[src/rtl/bt_at_cmd_engine.sv]
// bt_at_cmd_engine
// Sits between user logic and a UART_tx/UART_rx pair that talks to an HC-05 module.
// One command is held in an internal byte buffer. It is streamed out one byte per
// tx_start/tx_done handshake.
// - AT mode: after the last byte the engine captures the reply until TERM0,TERM1 is
//   seen. If rx stays silent for TIMEOUT_CYCLES, the stored command is replayed, up to
//   MAX_RETRIES times, and then the engine goes to ERR.
// - Data mode: the engine waits for bt_state before sending, and finishes in DONE.
//
// Ports
//   clk, resetn            clock, asynchronous active-low reset
//   at_mode                1 = AT command/response, 0 = data stream (latched on launch)
//   cmd_data/valid/ready   byte load into the command buffer (IDLE only)
//   cmd_go, clear          launch a command / leave DONE or ERR and empty the buffer
//   bt_state               HC-05 link-up indicator
//   tx_start/data/done     UART_tx handshake
//   rx_data/valid          UART_rx byte strobe
//   rsp_data/valid/len     captured reply bytes, one-cycle strobe, saturating length
//   busy/done/error        status
//   retries                replays used by the current command
module bt_at_cmd_engine #(
    parameter int          DEPTH          = 64,
    parameter int          TIMEOUT_CYCLES = 1000000,
    parameter int          MAX_RETRIES    = 2,
    parameter logic [7:0]  TERM0          = 8'h0D,
    parameter logic [7:0]  TERM1          = 8'h0A
) (
    input  logic        clk,
    input  logic        resetn,
    input  logic        at_mode,
    input  logic [7:0]  cmd_data,
    input  logic        cmd_valid,
    output logic        cmd_ready,
    input  logic        cmd_go,
    input  logic        clear,
    input  logic        bt_state,
    output logic        tx_start,
    output logic [7:0]  tx_data,
    input  logic        tx_done,
    input  logic [7:0]  rx_data,
    input  logic        rx_valid,
    output logic [7:0]  rsp_data,
    output logic        rsp_valid,
    output logic [15:0] rsp_len,
    output logic        busy,
    output logic        done,
    output logic        error,
    output logic [3:0]  retries
);

    localparam int PW = $clog2(DEPTH);
    localparam int CW = PW + 1;
    localparam int TW = $clog2(TIMEOUT_CYCLES + 1);

    typedef enum logic [2:0] {
        S_IDLE, S_WAIT_LINK, S_SEND, S_WAIT_TX, S_RESP, S_DONE, S_ERR
    } state_t;

    state_t        r_state, w_next;
    logic [7:0]    r_buf [DEPTH];
    logic [CW-1:0] r_count;
    logic [PW-1:0] r_rd_ptr;
    logic [TW-1:0] r_timer;
    logic          r_at;
    logic          r_term0_seen;   // previous captured byte was TERM0
    logic [7:0]    r_rsp_data;
    logic          r_rsp_valid;
    logic [15:0]   r_rsp_len;
    logic [3:0]    r_retries;

    logic          w_wr, w_launch, w_last, w_tmo, w_term, w_can_retry;
    logic [CW-1:0] w_eff_count;

    // A byte written in the same cycle as cmd_go counts toward the launch check.
    assign w_wr        = (r_state == S_IDLE) && cmd_valid && (r_count < CW'(DEPTH));
    assign w_eff_count = r_count + CW'(w_wr);
    assign w_launch    = (r_state == S_IDLE) && cmd_go && (w_eff_count != '0);
    assign w_last      = (CW'(r_rd_ptr) + CW'(1)) == r_count;
    assign w_tmo       = r_timer == TW'(TIMEOUT_CYCLES - 1);
    assign w_term      = rx_valid && (rx_data == TERM1) && r_term0_seen;
    assign w_can_retry = r_retries < 4'(MAX_RETRIES);

    always_ff @(posedge clk or negedge resetn) begin
        if (!resetn) r_state <= S_IDLE;
        else         r_state <= w_next;
    end

    always_comb begin
        w_next = r_state;
        case (r_state)
            S_IDLE:      if (w_launch) w_next = at_mode ? S_SEND : S_WAIT_LINK;
            S_WAIT_LINK: begin
                if (bt_state)   w_next = S_SEND;
                else if (w_tmo) w_next = S_ERR;
            end
            S_SEND:      w_next = S_WAIT_TX;
            S_WAIT_TX:   if (tx_done) w_next = w_last ? (r_at ? S_RESP : S_DONE) : S_SEND;
            S_RESP: begin
                // A byte arriving on the timeout cycle takes priority over the timeout.
                if (rx_valid) begin
                    if (w_term) w_next = S_DONE;
                end else if (w_tmo) begin
                    w_next = w_can_retry ? S_SEND : S_ERR;
                end
            end
            S_DONE, S_ERR: if (clear) w_next = S_IDLE;
            default:     w_next = S_IDLE;
        endcase
    end

    // Buffer contents need no reset: r_count gates what is ever read.
    always_ff @(posedge clk) begin
        if (w_wr) r_buf[r_count[PW-1:0]] <= cmd_data;
    end

    always_ff @(posedge clk or negedge resetn) begin
        if (!resetn) begin
            r_count      <= '0;
            r_rd_ptr     <= '0;
            r_timer      <= '0;
            r_at         <= 1'b0;
            r_term0_seen <= 1'b0;
            r_rsp_data   <= 8'h00;
            r_rsp_valid  <= 1'b0;
            r_rsp_len    <= 16'h0000;
            r_retries    <= 4'h0;
        end else begin
            r_rsp_valid <= 1'b0;
            case (r_state)
                S_IDLE: begin
                    if (w_wr) r_count <= r_count + CW'(1);
                    if (w_launch) begin
                        r_at         <= at_mode;
                        r_rd_ptr     <= '0;
                        r_timer      <= '0;
                        r_retries    <= 4'h0;
                        r_rsp_len    <= 16'h0000;
                        r_term0_seen <= 1'b0;
                    end
                end
                S_WAIT_LINK: begin
                    if (!w_tmo) r_timer <= r_timer + TW'(1);
                end
                S_WAIT_TX: begin
                    if (tx_done) begin
                        if (w_last) begin
                            r_timer      <= '0;
                            r_rsp_len    <= 16'h0000;
                            r_term0_seen <= 1'b0;
                        end else begin
                            r_rd_ptr <= r_rd_ptr + PW'(1);
                        end
                    end
                end
                S_RESP: begin
                    if (rx_valid) begin
                        r_rsp_data   <= rx_data;
                        r_rsp_valid  <= 1'b1;
                        r_timer      <= '0;
                        r_term0_seen <= (rx_data == TERM0);
                        if (r_rsp_len != 16'hFFFF) r_rsp_len <= r_rsp_len + 16'd1;
                    end else if (w_tmo) begin
                        r_timer <= '0;
                        if (w_can_retry) begin
                            r_retries    <= r_retries + 4'd1;
                            r_rd_ptr     <= '0;
                            r_rsp_len    <= 16'h0000;
                            r_term0_seen <= 1'b0;
                        end
                    end else begin
                        r_timer <= r_timer + TW'(1);
                    end
                end
                S_DONE, S_ERR: begin
                    if (clear) begin
                        r_count   <= '0;
                        r_rd_ptr  <= '0;
                        r_retries <= 4'h0;
                    end
                end
                default: ;
            endcase
        end
    end

    // tx_data is read straight from the buffer. rd_ptr and the buffer contents are frozen
    // while a byte is in flight, so the value stays stable until tx_done.
    assign tx_data   = (r_state == S_SEND || r_state == S_WAIT_TX) ? r_buf[r_rd_ptr] : 8'h00;
    assign tx_start  = (r_state == S_SEND);
    assign cmd_ready = (r_state == S_IDLE) && (r_count < CW'(DEPTH));
    assign busy      = !(r_state == S_IDLE || r_state == S_DONE || r_state == S_ERR);
    assign done      = (r_state == S_DONE);
    assign error     = (r_state == S_ERR);
    assign rsp_data  = r_rsp_data;
    assign rsp_valid = r_rsp_valid;
    assign rsp_len   = r_rsp_len;
    assign retries   = r_retries;

endmodule

[config.mk]
export PLATFORM = sky130hd
export DESIGN_NAME = bt_at_cmd_engine
export DESIGN_NICKNAME = d
export VERILOG_FILES = /design/src/rtl/bt_at_cmd_engine.sv
export SDC_FILE = /design/constraint.sdc
export NUM_CORES = 1
export LEC_CHECK = 0
export ABC_AREA = 1
export BUFFER_PORTS_ARGS = -buffer_cell sky130_fd_sc_hd__buf_2
export CORE_AREA = 2 2 184 321
export DETAILED_ROUTE_END_ITERATION = 8
export DIE_AREA = 0 0 186 323
export PLACE_DENSITY = 0.67
export SYNTH_ARGS = -nofsm -noshare
export SYNTH_HDL_FRONTEND = slang
export SYNTH_SLANG_ARGS = --single-unit
export TNS_END_PERCENT = 5
[constraint.sdc]
create_clock -name clk -period 6 [get_ports clk]
set_input_delay 0.6 -clock clk [delete_from_list [all_inputs] [get_ports clk]]
set_output_delay 0.6 -clock clk [all_outputs]
set_load 0.02 [all_outputs]
Word-level counts from Yosys, hierarchy flattened --
Memory sizes are Yosys's and may differ from the RTL's. Cells that the tools add are included.
Word-level totals: logic and storage cells 131, memories 1, bits in writable memories 512, output and inout port bits 42, register bits 67, input port bits 25
Operators by class: add/subtract/negate cells 7, reductions and logical operators 28, magnitude comparators 2, multiplexer cells 57, equal/unequal tests 26
Memory list:
- r_buf | depth 64, width 8, rd ports 1, clocked after memory_dff 0, wr ports 1, line 60 | logic [7:0] r_buf [DEPTH];
Operator list (number):
- 2-to-1 mux 20 bit | 6
- 2-to-1 mux 16 bit | 7
- one-hot mux 20 bit (4 select lines) | 1
- one-hot mux 16 bit (3 select lines) | 1
- 2-to-1 mux 6 bit | 7
- 2-to-1 mux 3 bit | 10
- one-hot mux 6 bit (4 select lines) | 1
- adder 20 x 1 -> 20 bit, second input constant | 1
- == test 20 bit, second input constant | 1
- 2-to-1 mux 4 bit | 5
- inequality test 2 bit, second input constant | 10
- one-hot mux 3 bit (6 select lines) | 1
- AND reduction 6 bit | 3
- adder 16 x 1 -> 16 bit, second input constant | 1
- == test 8 x 4 -> 1 bit, second input constant | 2
- inequality test 16 bit, second input constant | 1
- inequality test 3 bit, second input constant | 5
- 2-to-1 mux 7 bit | 2
- one-hot mux 7 bit (2 select lines) | 1
- one-hot mux 4 bit (3 select lines) | 1
- 2-to-1 mux 1 bit | 11
- == test 3 bit, second input constant | 3
- 2-to-1 mux 8 bit | 1
- AND reduction 8 bit | 1
- 25 further kinds | 37

Longest topological paths before layout --
depth after elaboration 8, gate-level depth with buffers 17, depth with buffers taken out 17

Least setup slack after synthesis --
No wires, ideal clock.
kind reg-to-reg, start register r_state[1], end register r_rsp_len[5] (netlist: rsp_len[5]), clock period less this slack 2.467 ns, arrival 2.351 ns, required time 5.884 ns, cell stages (with the launch flop) 17, path slack 3.533 ns, library setup time 0.116 ns, path buffers 1, path through dfrtp_1 nor2_2 nand2_2 nor2_4 nand2_2 inv_1 ha_1 ha_1 nor2_1 o21ai_0 nor2_1 nand3_1 nand2_4 nand2_4 buf_2 nand4_1 nand2_2
Between the ends: word-level cells in the longest chain between the ends 8, elaborated cells between the ends (all ways) 18, those cells by class 1 x add/sub; 8 x eq/ne; 1 x mux; 8 x reduce/logical
RTL lines:
- start: declaration | line 59 | state_t r_state, w_next;
- start signal: assignment | line 85 | else r_state <= w_next;
- logical NOT 3 bit | line 75, 77, 129
- logical AND 1 bit (2 in a row) | line 75 | assign w_wr = (r_state == S_IDLE) && cmd_valid && (r_count < CW'(DEPTH));
- adder 7 x 1 -> 7 bit | line 76 | assign w_eff_count = r_count + CW'(w_wr);
- nonzero test 7 bit | line 77 | assign w_launch = (r_state == S_IDLE) && cmd_go && (w_eff_count != '0);
- logical AND 1 bit | line 77
- inequality test 2 bit (no source line)
- AND reduction 7 bit (no source line)
- end signal: assignment | line 161 | if (r_rsp_len != 16'hFFFF) r_rsp_len <= r_rsp_len + 16'd1;
- end: declaration | line 68 | logic [15:0] r_rsp_len;
Several ways; a longest one is shown, not always the timed one. A chain may end at the register's enable or synchronous reset.

Worst setup path in the final report --
start register r_rd_ptr[1], end output tx_data[4]
Between the ends: word-level cells in the longest chain between the ends 2
RTL lines:
- start: declaration | line 62 | logic [PW-1:0] r_rd_ptr;
- start signal: assignment | line 151 | r_rd_ptr <= r_rd_ptr + PW'(1);
- memory read (64 x 8 bit)
- 2-to-1 mux 8 bit | line 188 | assign tx_data = (r_state == S_SEND || r_state == S_WAIT_TX) ? r_buf[r_rd_ptr] : 8'h00;
- end: declaration | line 38 | output logic [7:0] tx_data,
No other way between the ends.

==> out/metrics.yaml <==
die_w_um: 186
crit_type: "reg -> out"
yosysMostFrequentCell: "nand2_1"
grt_pass1_vias: 18450
synth_seq_area_share_pct: 66.41
dp_hpwl_mm: 41.74
clock_sinks: 579
slew_headroom_pct: 11.56
cts_buffer_depth: 3
max_stage_delay_ns: 0.91
max_freq_mhz: 223.7
async_reset_ff_share_pct: 11.57
pre_cts_ws_ns: 2.088
leakage_uw: 0.01068
tightest_slew_ns: 1.327
wl_mm: 67.98
finish.net_count: 2536
std_cell_rows: 117
cp_num_buf_inv: 3
timing.final.ws_setup_ns: 1.530
p_total_uw: 10400
fin_cells: 3315
clk_latency_ns: 0.59
dp_cells: 3226
fin_crit_sh_pct: 74.50
clk_pin_slew_ns: 0.07
maxCapViolCount: 0
timing.reg2reg.setup_slack_ns: 2.08
vias: 18450
drtAntennaViolNets: 0
syn2layout_area_growth_pct: 9.976
grt.total_usage_pct: 22.80
rr_worst_depth: 12
grt_overflow_total: 0
vias_per_cell: 5.565
drt-initial-drc-count: 1737
synth_warnings: 0
post_synth.cell_area_avg_um2: 10.29
timing.critical_path.mode_cell: "nand3_1"
cts_setup_buffers: 0
tns_ns: 0
core-area_um2: 57820
hold_class: "in -> async"
syn_nets: 2528
ys_top_cells_by_area: "edfxtp_1, nand2_1, nand3_1"
crit_chain: "inv_4 -> buf_12 -> nand3_1 -> nand3_1 -> nand2_1 -> nand2_1 -> nand3_1 -> nand3_1 -> a21oi_1 -> buf_2"
drive_gt1_share_pct: 10.11
grt_pass1_wl_mm: 104.2
cts_buffers: 49
regToRegEndpoint: "r_timer[1]"
setup.worst_path.start_class: "flip-flop"
fin_crit_ns: 4.470
critPathTopFamily: "buffers and inverters"
grt_max_degree: 262
wire_per_inst_um: 20.51
cts_tree: "done"
power_density_nw_per_um2: 368.2
required_ns: 5.40
synth_commonest_cells: "nand2_1, edfxtp_1, nand3_1"
status: "completed"
grt_setup_unrepaired: "false"
max-vdd-ir-drop_mv: 0.3995
finClkSkew_ns: 0.01344
cp-end-kind: "output port"
cts_root_buf: "clkbuf_16"
start_util_pct: 44.40
synthCells: 2496
diodes: 0
antenna_found_initial: 0
ys_ff_latch: 579
drcViolationCount: 0
port_buffers: 66
synth_top_cell_by_area: "edfxtp_1"
crit_arrival_ns: 3.87
fp.dieH_um: 323
finalSetupViolations: 0
finalHoldViolCount: 0
ys.flop_type: "edfxtp_1"
die-area_um2: 60080
cts-htree-levels: 2
cp_max_fo: 73
synth_cell_type_count: 49
gp_congestion: 0.9183
timing.rr.start: "r_rd_ptr[1]"
cts_resized: 0
slowest_stage: "dfrtp_4"
ctsHoldBuffers: 0
synth_enable_flop_cells: 512
syn_area_um2: 25670
io_pins: 67
yosysTopAreaCellShare_pct: 59.88
final_max_slew_viol_count: 0
dr.pass1.iters: 6
final_util_pct: 48.83
[metal layers]
metal,global-route usage [%],share of wire (%),vias up
met1,25.48,36,9004
met5,0,0,-
met2,42.05,53,698
met4,12.04,5.2,0
li1,-,-,8542
met3,2.567,5.5,204
[power by group]
| part | leakage (µW) | internal, µW | switching [µW] |
|---|---|---|---|
| clock network | 0.000812 | 1880 | 1470 |
| registers | 0.00551 | 4490 | 106 |
| logic | 0.00436 | 659 | 1800 |
[worst reg2reg max path: cells and delay by family, from the launching register on]
family	cells	cell delay (ns)
AND/OR/NAND/NOR	9	1.41
flip-flops	1	0.91
buffers and inverters	1	0.88
adder cells (fa/ha/maj)	1	0.36
AO/OA/AOI/OAI	1	0.29
[through the flow]
stage | instance area (µm²) | hold WS [ns]
after CTS | 28240 | 0.2110
after global placement | 26570 | 0.4559
final | 28240 | 0.1883
after global routing | 28240 | 0.2214
after detailed placement | 26570 | 0.4614
after floorplan | 25670 | 0.3044
[cells in the final DEF, fill, tap and decap left out, types with 4 or more instances in the layout]
master / Yosys / final
bufinv_16: 0 / 7
nand2_2: 25 / 25
inv_2: 17 / 16
nand2_4: 6 / 6
nor2_4: 5 / 5
edfxtp_1: 512 / 512
nor2_8: 4 / 4
nand3_1: 488 / 488
clkbuf_1: 42 / 7
o21ai_1: 8 / 8
nor3_1: 11 / 11
nand2_1: 879 / 879
nor2_1: 150 / 150
nor2_2: 7 / 7
dfrtp_1: 67 / 64
clkbuf_16: 0 / 50
a21oi_1: 21 / 21
buf_2: 51 / 66
nand3_4: 4 / 4
nand3_2: 4 / 4
o21ai_0: 15 / 15
or2_2: 7 / 7
clkinvlp_4: 0 / 5
ha_1: 7 / 7
xor2_1: 13 / 13
clkinv_2: 1 / 12
inv_1: 55 / 54
buf_4: 4 / 19
nand4_1: 34 / 34
[area by class of cell]
| type | instances | area, µm² |
|---|---|---|
| well taps | 773 | 967.2 |
| flip-flops and latches | 579 | 17060 |
| clock buffers | 60 | 1319 |
| multi-input cells | 1711 | 7732 |
| inverters | 76 | 296.5 |
| fillers | 5133 | 29590 |
| clock inverters | 29 | 347.8 |
| repair buffers | 87 | 513.0 |
[how the worst max path moves through the flow]
stage,start,endpoint,slack [ns],cells past startpoint
after floorplan,r_state[1],rsp_len[5],3.53,16
after global placement,r_rd_ptr[1],r_timer[19],2.18,13
after detailed placement,r_rd_ptr[1],r_timer[1],2.09,13
after CTS,r_rd_ptr[1],tx_data[4],1.63,10
after global routing,r_rd_ptr[1],tx_data[1],1.43,10
final,r_rd_ptr[1],tx_data[4],1.53,10
[registers in the layout, indices dropped and copies added (netlist names)]
register,flops
r_at,1
r_state,3
r_term0_seen,1
retries,4
r_rd_ptr,6
r_timer,20
r_buf,512
rsp_valid,1
rsp_data,8
r_count,7
rsp_len,16
[kinds of logic after synthesis]
kind of cell	Yosys count	synth area share (%)
adder cells (fa/ha/maj)	7	0.3411
buffers and inverters	206	3.470
XOR/XNOR	16	0.5458
flip-flops	579	66.41
AND/OR/NAND/NOR	1634	28.04
AO/OA/AOI/OAI	54	1.189
No activity file was read; power rests on OpenSTA's default activity.
